<file path="src/rtl/mem_write_ctrl_pkg.sv">
`timescale 1ns/1ps
`default_nettype none
// ============================================================================
// Module      : mem_write_ctrl_pkg
// Description : Shared definitions for the UART-driven RAM write path:
//               write-controller state encoding, host command bytes and the
//               default inter-byte timeout.
// Revision    : 1.0 - initial release
// ============================================================================
package mem_write_ctrl_pkg;

   // Write-controller states
   typedef enum logic [2:0] {
      S_IDLE     = 3'd0,
      S_GET_ADDR = 3'd1,
      S_GET_LEN  = 3'd2,
      S_GET_DATA = 3'd3,
      S_DONE     = 3'd4,
      S_REARM    = 3'd5
   } state_t;

   // Command bytes decoded by the main control FSM
   localparam logic [7:0] CMD_WR = 8'h0F;
   localparam logic [7:0] CMD_RD = 8'hF0;

   // 100 ms at 50 MHz
   localparam int DEFAULT_TIMEOUT_CYC = 5_000_000;

endpackage
`default_nettype wire

</file>
<file path="src/rtl/mem_write_ctrl_byte_timeout.sv">
`timescale 1ns/1ps
`default_nettype none
// ============================================================================
// Module      : byte_timeout
// Description : Inter-byte inactivity watchdog. Reloaded on every accepted
//               byte (or frame start), counts down while enabled, and flags
//               expiry so that the owner's registered done/err outputs land
//               exactly TIMEOUT_CYC cycles after the last reload.
// Revision    : 1.0 - initial release
// ============================================================================
module byte_timeout
   import mem_write_ctrl_pkg::*;
#(
   parameter int TIMEOUT_CYC = DEFAULT_TIMEOUT_CYC
) (
   input  logic clk,
   input  logic rst,
   input  logic load,
   input  logic en,
   output logic expired
);

   localparam int              CNT_W    = $clog2(TIMEOUT_CYC + 1);
   localparam logic [CNT_W-1:0] LOAD_VAL = CNT_W'(TIMEOUT_CYC);
   localparam logic [CNT_W-1:0] ONE      = CNT_W'(1);
   // Expiry is raised three counts early: one for the reload cycle, one for
   // the DONE state and one for the registered done_wr behind it.
   localparam logic [CNT_W-1:0] FIRE_AT  = CNT_W'(3);

   logic [CNT_W-1:0] count;

   // Reload on activity, otherwise count down while the owner is waiting
   always_ff @(posedge clk) begin
      if (rst) begin
         count <= '0;
      end else if (load) begin
         count <= LOAD_VAL;
      end else if (en && (count != '0)) begin
         count <= count - ONE;
      end
   end

   assign expired = en && (count == FIRE_AT);

endmodule
`default_nettype wire

</file>
<file path="src/rtl/mem_write_ctrl.sv">
`timescale 1ns/1ps
`default_nettype none
// ============================================================================
// Module      : mem_write_ctrl
// Description : Receives an ADDR / LEN / payload frame from the UART while
//               start_wr is held and writes the payload into the byte RAM at
//               consecutive (wrapping) addresses. Signals completion with a
//               one-cycle done_wr, flagged with err_wr on inter-byte timeout.
// Revision    : 1.0 - initial release
// ============================================================================
module mem_write_ctrl
   import mem_write_ctrl_pkg::*;
#(
   parameter int ADDR_W      = 8,
   parameter int TIMEOUT_CYC = DEFAULT_TIMEOUT_CYC
) (
   input  logic              clk,
   input  logic              rst,
   input  logic              start_wr,
   input  logic              rxrdy,
   input  logic [7:0]        rxdw,
   output logic              mem_we,
   output logic [ADDR_W-1:0] mem_addr,
   output logic [7:0]        mem_din,
   output logic              done_wr,
   output logic              err_wr
);

   state_t            state, next_state;
   logic [ADDR_W-1:0] ptr, ptr_next, addr_byte;
   logic [8:0]        remaining, remaining_next;
   logic              timed_out, timed_out_next;
   logic              mem_we_next, done_next, err_next;
   logic [ADDR_W-1:0] mem_addr_next;
   logic [7:0]        mem_din_next;
   logic              active, take, tmo_load, expired;

   // Address byte resized to the RAM address width
   if (ADDR_W > 8) begin : g_addr_zext
      assign addr_byte = {{(ADDR_W-8){1'b0}}, rxdw};
   end else if (ADDR_W == 8) begin : g_addr_same
      assign addr_byte = rxdw;
   end else begin : g_addr_trunc
      assign addr_byte = rxdw[ADDR_W-1:0];
   end

   assign active   = (state == S_GET_ADDR) || (state == S_GET_LEN) || (state == S_GET_DATA);
   assign take     = active && start_wr && rxrdy;
   assign tmo_load = ((state == S_IDLE) && start_wr) || take;

   byte_timeout #(
      .TIMEOUT_CYC (TIMEOUT_CYC)
   ) u_timeout (
      .clk     (clk),
      .rst     (rst),
      .load    (tmo_load),
      .en      (active),
      .expired (expired)
   );

   // State register plus registered outputs and datapath
   always_ff @(posedge clk) begin
      if (rst) begin
         state     <= S_IDLE;
         ptr       <= '0;
         remaining <= '0;
         timed_out <= 1'b0;
         mem_we    <= 1'b0;
         mem_addr  <= '0;
         mem_din   <= '0;
         done_wr   <= 1'b0;
         err_wr    <= 1'b0;
      end else begin
         state     <= next_state;
         ptr       <= ptr_next;
         remaining <= remaining_next;
         timed_out <= timed_out_next;
         mem_we    <= mem_we_next;
         mem_addr  <= mem_addr_next;
         mem_din   <= mem_din_next;
         done_wr   <= done_next;
         err_wr    <= err_next;
      end
   end

   // Next-state: abort on start_wr low beats a byte, a byte beats timeout
   always_comb begin
      next_state = state;
      case (state)
         S_IDLE:     if (start_wr) next_state = S_GET_ADDR;
         S_GET_ADDR: if (!start_wr) next_state = S_IDLE;
                     else if (rxrdy) next_state = S_GET_LEN;
                     else if (expired) next_state = S_DONE;
         S_GET_LEN:  if (!start_wr) next_state = S_IDLE;
                     else if (rxrdy) next_state = S_GET_DATA;
                     else if (expired) next_state = S_DONE;
         S_GET_DATA: if (!start_wr) next_state = S_IDLE;
                     else if (rxrdy) begin
                        if (remaining == 9'd1) next_state = S_DONE;
                     end else if (expired) next_state = S_DONE;
         S_DONE:     next_state = S_REARM;
         S_REARM:    if (!start_wr) next_state = S_IDLE;
         default:    next_state = S_IDLE;
      endcase
   end

   // Next values of the datapath and the registered outputs
   always_comb begin
      ptr_next       = ptr;
      remaining_next = remaining;
      timed_out_next = timed_out;
      mem_we_next    = 1'b0;
      mem_addr_next  = mem_addr;
      mem_din_next   = mem_din;
      done_next      = 1'b0;
      err_next       = 1'b0;
      case (state)
         S_IDLE: timed_out_next = 1'b0;
         S_GET_ADDR: if (start_wr) begin
            if (rxrdy) ptr_next = addr_byte;
            else if (expired) timed_out_next = 1'b1;
         end
         S_GET_LEN: if (start_wr) begin
            if (rxrdy) remaining_next = (rxdw == 8'd0) ? 9'd256 : {1'b0, rxdw};
            else if (expired) timed_out_next = 1'b1;
         end
         S_GET_DATA: if (start_wr) begin
            if (rxrdy) begin
               mem_we_next    = 1'b1;
               mem_addr_next  = ptr;
               mem_din_next   = rxdw;
               ptr_next       = ptr + ADDR_W'(1);
               remaining_next = remaining - 9'd1;
            end else if (expired) begin
               timed_out_next = 1'b1;
            end
         end
         S_DONE: begin
            done_next = 1'b1;
            err_next  = timed_out;
         end
         default: ;
      endcase
   end

endmodule
`default_nettype wire

</file>
<file path="config.mk">
export PLATFORM = sky130hd
export DESIGN_NAME = mem_write_ctrl
export DESIGN_NICKNAME = d
export VERILOG_FILES = /design/src/rtl/mem_write_ctrl_pkg.sv /design/src/rtl/mem_write_ctrl_byte_timeout.sv /design/src/rtl/mem_write_ctrl.sv
export SDC_FILE = /design/constraint.sdc
export NUM_CORES = 1
export LEC_CHECK = 0
export CAP_MARGIN = 10
export CORE_ASPECT_RATIO = 1.4
export CORE_UTILIZATION = 57
export DETAILED_ROUTE_END_ITERATION = 7
export PLACE_DENSITY = 0.86
export SYNTH_ARGS = -nofsm -noshare
export SYNTH_HDL_FRONTEND = slang
export SYNTH_HIERARCHICAL = 1
export SYNTH_SLANG_ARGS = --single-unit
</file>
<file path="constraint.sdc">
create_clock -name clk -period 2.6 [get_ports clk]
set_input_delay 0.52 -clock clk [delete_from_list [all_inputs] [get_ports clk]]
set_output_delay 0.52 -clock clk [all_outputs]
set_load 0.02 [all_outputs]
</file>
Word-level counts from Yosys, hierarchy flattened:

Index checks and enable logic that the tools add are counted.

* register bits: 63
* input port bits: 12
* output and inout bits: 19
* word-level logic and storage cells: 90

* add/subtract/negate cells: 3
* bitwise operators: 3
* muxes and demuxes: 30
* reduce and logical (&&, ||, !) cells: 24
* equality and inequality tests: 19

Operators by type and width (number)
* two-way mux 23 bit: 2
* two-way mux 9 bit: 5
* two-way mux 8 bit: 4
* two-way mux 3 bit: 10
* equality test 23 x 2 -> 1 bit, second input constant: 1
* nonzero test 23 bit: 1
* subtractor 23 x 1 -> 23 bit, second input constant: 1
* != test 2 bit, second input constant: 9
* one-hot mux 3 bit (6 select lines): 1
* one-hot mux 9 bit (2 select lines): 1
* one-hot mux 8 bit (2 select lines): 1
* AND reduction 5 bit: 2
* equality test 9 x 1 -> 1 bit, second input constant: 1
* subtractor 9 x 1 -> 9 bit, second input constant: 1
* adder 8 x 1 -> 8 bit, second input constant: 1
* logical NOT 8 bit: 1
* nonzero test 2 bit: 4
* equality test 3 x 2 -> 1 bit, second input constant: 2
* equality test 3 bit, second input constant: 2
* AND reduction 3 bit: 2
* OR reduction 3 bit: 2
* logical AND 1 bit: 5
* two-way mux 1 bit: 5
* != test 2 x 1 -> 1 bit, second input constant: 2
* other kinds (8): 13

Longest topological paths before layout:

* depth after elaboration: 8
* depth in mapped cells: 10
* depth with buffers taken out: 8

Hierarchy:

The synthesis kept the hierarchy.

Modules (own cells, without submodules)
* mem_write_ctrl: cells an instance 253, sequential area each 800.8 sq um, instances 1, area an instance 1946.9 sq um
* byte_timeout: cells an instance 138, sequential area each 460.4 sq um, instances 1, area an instance 1218.7 sq um

Worst setup path after synthesis:

Ideal clock, no wire load.

* path kind: register to register
* start: reg state[1]
* end: reg state[0]
* data required time: 2.505 ns
* setup slack: 0.273 ns
* data arrival time: 2.231 ns
* buffers on the path: 2
* stages on the path, launching flop included: 11
* period minus slack after synthesis: 2.327 ns
* cells stage by stage: dfxtp_1 > clkbuf_1 > clkbuf_1 > nor2_1 > nor2_1 > and2_0 > and4_1 > or4b_2 > o21ai_0 > a21oi_1 > a221oi_1

* cells in the longest elaborated chain, start to end: 8
* elaborated cells between the ends (all ways): 21
* those cells by class: eq/ne: 8; mux: 8; reduce/logical: 5

Ends and longest elaborated chain
* from (decl): RTL line mem_write_ctrl.sv:29 `state_t state, next_state;`
* from (signal assigned): RTL line mem_write_ctrl.sv:74 `state <= next_state;`
* equality test 3 x 1 -> 1 bit or equality test 3 x 2 -> 1 bit (tied branches): RTL line mem_write_ctrl.sv:47 `assign active = (state == S_GET_ADDR) || (state == S_GET_LEN) || (state == S_GET_DATA);`
* logical OR 1 bit: RTL line mem_write_ctrl.sv:47
* logical OR 1 bit *: RTL line mem_write_ctrl.sv:47
* net active: RTL line mem_write_ctrl.sv:36 `logic active, take, tmo_load, expired;`
* logical AND 1 bit *: RTL line mem_write_ctrl_byte_timeout.sv:43 `assign expired = en && (count == FIRE_AT);`
* net expired: RTL line mem_write_ctrl.sv:36
* two-way mux 3 bit *
* two-way mux 3 bit (on tied branches) (2 in series)
* one-hot mux 3 bit (6 select lines) *: RTL line mem_write_ctrl.sv:89 `case (state)`

The timed path passes the listed nets; every way through them passes the cells marked *.
A chain may end at the register's enable or synchronous reset.

Worst setup path in the final report:

* start: reg state[0]
* end: reg state[0]

Same word-level chain as after synthesis.

==> out/results.ini <==
[placed_design]
portBuffers = 30
place_congestion = 0.878
hpwl_mm = 5.20

[floorplanning]
coreArea_um2 = 5280
fp.dieW_um = 65.0
start_util_pct = 60.0
die-area_um2 = 5860
die_h_um = 90.2
rows = 31
io_pins = 31

[clocking]
postCtsSetupBuffers = 0
clk_latency_ns = 0.34
postCtsResizedCells = 0
cts_buffer_depth = 2
htreeDepth = 3
path_clk_slew_ns = 0.08
numClockSinks = 63
cts-hold-fix-buffers = 0
numCtsBuffers = 9
cts_root_buffer = clkbuf_8
cts_tree = built

[logic_synthesis]
avgSynthCellArea_um2 = 8.10
yosys_warnings = 6
syn_inst = 391
syn-cell-area_um2 = 3170
synth-seq-cells = 63
ys_seq_area_share_pct = 39.8
synth_edf_count = 0
synth.distinct_cells = 58
async_flop_share_pct = 0
synthFlopType = dfxtp_1
synth_nets = 409

[detailed_routing]
viasPerCell = 6.12
dr.pass1.iters = 6
avgRoutedWirePerCell_um = 15.1
ant_nets = 0
vias = 3006
finalWirelength_mm = 7.42
drc = 0
drt-initial-drc-count = 277

[flow_run]
cap_viol_max_count = 0

[layout]
seq_area_um2 = 1260
fin_nets = 438
area_growth_pct = 18.0
n_antenna_cell = 0
final_layout_size_suffix_gt1_share_pct = 9.65
fillCellCount = 447
multiInputGateArea_um2 = 1780

[setup_path]
path_max_fanout = 8
startpoint_type = flip-flop
cp-end-kind = flip-flop
crit_arrival_ns = 2.55
criticalPathCategory = flip-flop to flip-flop
crit_required_ns = 2.85

[global_routing]
grt_pass1_wl_mm = 12.5
grt_max_degree = 31
grt_pass1_vias = 2790
antenna_found_initial = 0
grt_util_all_layers_pct = 27.4
grt-ovfl-total = 0

[sta]
rsz0062_at_grt = false
min_period_ns = 2.30
setup_violations = 0
hold_violations = 0
slew_headroom_pct = 59.1
fin_crit_sh_pct = 88.6
tns_ns = 0
fin_worst_skew_ns = 0.00998
finalMaxSlewViolations = 0
worst_pin_slew_ns = 0.608
clock.fmax_ghz = 0.434

[run_status]
status = completed

[power_and_ir_drop]
powerDensity_nw_per_um2 = 588
total_power_mw = 2.20
ir_drop_mv = 0.466
leakagePower_nw = 1.27

[worst_hold_path]
min_path_type = flip-flop to flip-flop

per-stage QoR:
step | worst slack, ns | util (%) | area [um2] | hold WS [ns] | cells
floorplan | 0.273 | - | 3170 | 0.431 | 391
global placement | 0.368 | 67.1 | 3540 | 0.440 | 475
detailed placement | 0.346 | 67.1 | 3540 | 0.447 | 475
CTS | 0.317 | 70.8 | 3730 | 0.459 | 491
global route | 0.145 | 70.8 | 3730 | 0.476 | 491
finish | 0.297 | 70.8 | 3730 | 0.455 | 491
cell type report:
class	instances	area share [%]
Sequential cell	63	33.8
Clock buffer	9	3.32
Multi-Input combinational cell	297	47.6
Timing Repair Buffer	42	10.5
Inverter	7	0.704
Tap cell	66	2.21
Clock inverter	7	1.94
path summary, 6_finish.rpt:
path / depth (start not counted) / slack, ns / end / startpoint
max reg2reg: 8 / 0.30 / state[0] / state[0]
min: 1 / 0.45 / err_wr / timed_out
max: 8 / 0.30 / state[0] / state[0]
min reg2reg: 1 / 0.45 / err_wr / timed_out
cell families after synthesis:
logic type / Yosys count / share of synthesized area (%)
AOI/OAI and AO/OA: 111 / 21.7
adders and majority gates: 6 / 2.37
xor gates and xnor gates: 17 / 4.70
and+or+nand+nor: 163 / 27.4
DFF: 63 / 39.8
buffers and inverters: 31 / 3.99
power breakdown:
group / internal, mW / leakage (nW) / switching (mW)
sequential: 0.999 / 0.511 / 0.0402
clock: 0.443 / 0.0956 / 0.398
combinational: 0.127 / 0.665 / 0.188
flip-flops by register name, summed over array words and instances (netlist names):
name             flops
mem_we               1
ptr                  8
timed_out            1
state                3
mem_din              8
err_wr               1
remaining            9
done_wr              1
mem_addr             8
u_timeout/count     23
cell usage in the layout (no fill, tap or decap), types with 3 or more instances in the layout:
master | synthesis | routed
nor4b_1 | 4 | 4
o22ai_1 | 3 | 3
nand3_1 | 7 | 7
a211oi_1 | 5 | 5
inv_1 | 7 | 7
and3_1 | 3 | 3
xor2_1 | 16 | 16
nand2b_1 | 3 | 3
ha_1 | 6 | 6
clkbuf_8 | 0 | 9
o21ai_1 | 4 | 4
or4_4 | 3 | 3
nor4_1 | 8 | 8
nor3b_1 | 4 | 4
a21oi_1 | 49 | 49
o21ai_0 | 17 | 17
or3_1 | 3 | 3
and2_1 | 5 | 5
buf_4 | 0 | 12
a21o_1 | 3 | 3
o211ai_1 | 9 | 9
and4_1 | 3 | 3
nand4_1 | 5 | 5
clkdlybuf4s50_1 | 0 | 30
nand3b_1 | 3 | 3
nor2_1 | 30 | 30
nor3_1 | 12 | 12
dfxtp_1 | 63 | 63
or4_1 | 3 | 3
nand2_1 | 54 | 54
per-layer routing:
metal,share of wire [%],vias up,global-route usage [%],routed length (um)
li1,-,1480,-,-
met1,40,1429,28.8,2960
met4,2.8,0,16.7,207
met3,4.5,15,7.23,330
met5,0,-,0,0
met2,53,82,47.0,3910
cell usage after synthesis (5+ instances only):
library cell | n | share of area, %
a211oi_1 | 5 | 1.2
a21oi_1 | 49 | 7.7
and2_1 | 5 | 0.99
clkbuf_1 | 20 | 2.4
dfxtp_1 | 63 | 40
ha_1 | 6 | 2.4
inv_1 | 7 | 0.83
nand2_1 | 54 | 6.4
nand3_1 | 7 | 1.1
nand4_1 | 5 | 0.99
nor2_1 | 30 | 3.6
nor3_1 | 12 | 1.9
nor4_1 | 8 | 1.6
o211ai_1 | 9 | 2.1
o21ai_0 | 17 | 2.7
xor2_1 | 16 | 4.4
critical path: stages (launching register included):
cell	delay, ns
dfxtp_1	0.31
nor2_1	0.16
nor2_1	0.14
and2_0	0.27
and4_1	0.24
or4b_2	0.63
o21ai_0	0.09
a21oi_1	0.09
a221oi_1	0.27
(Power assumes the default switching activity.)
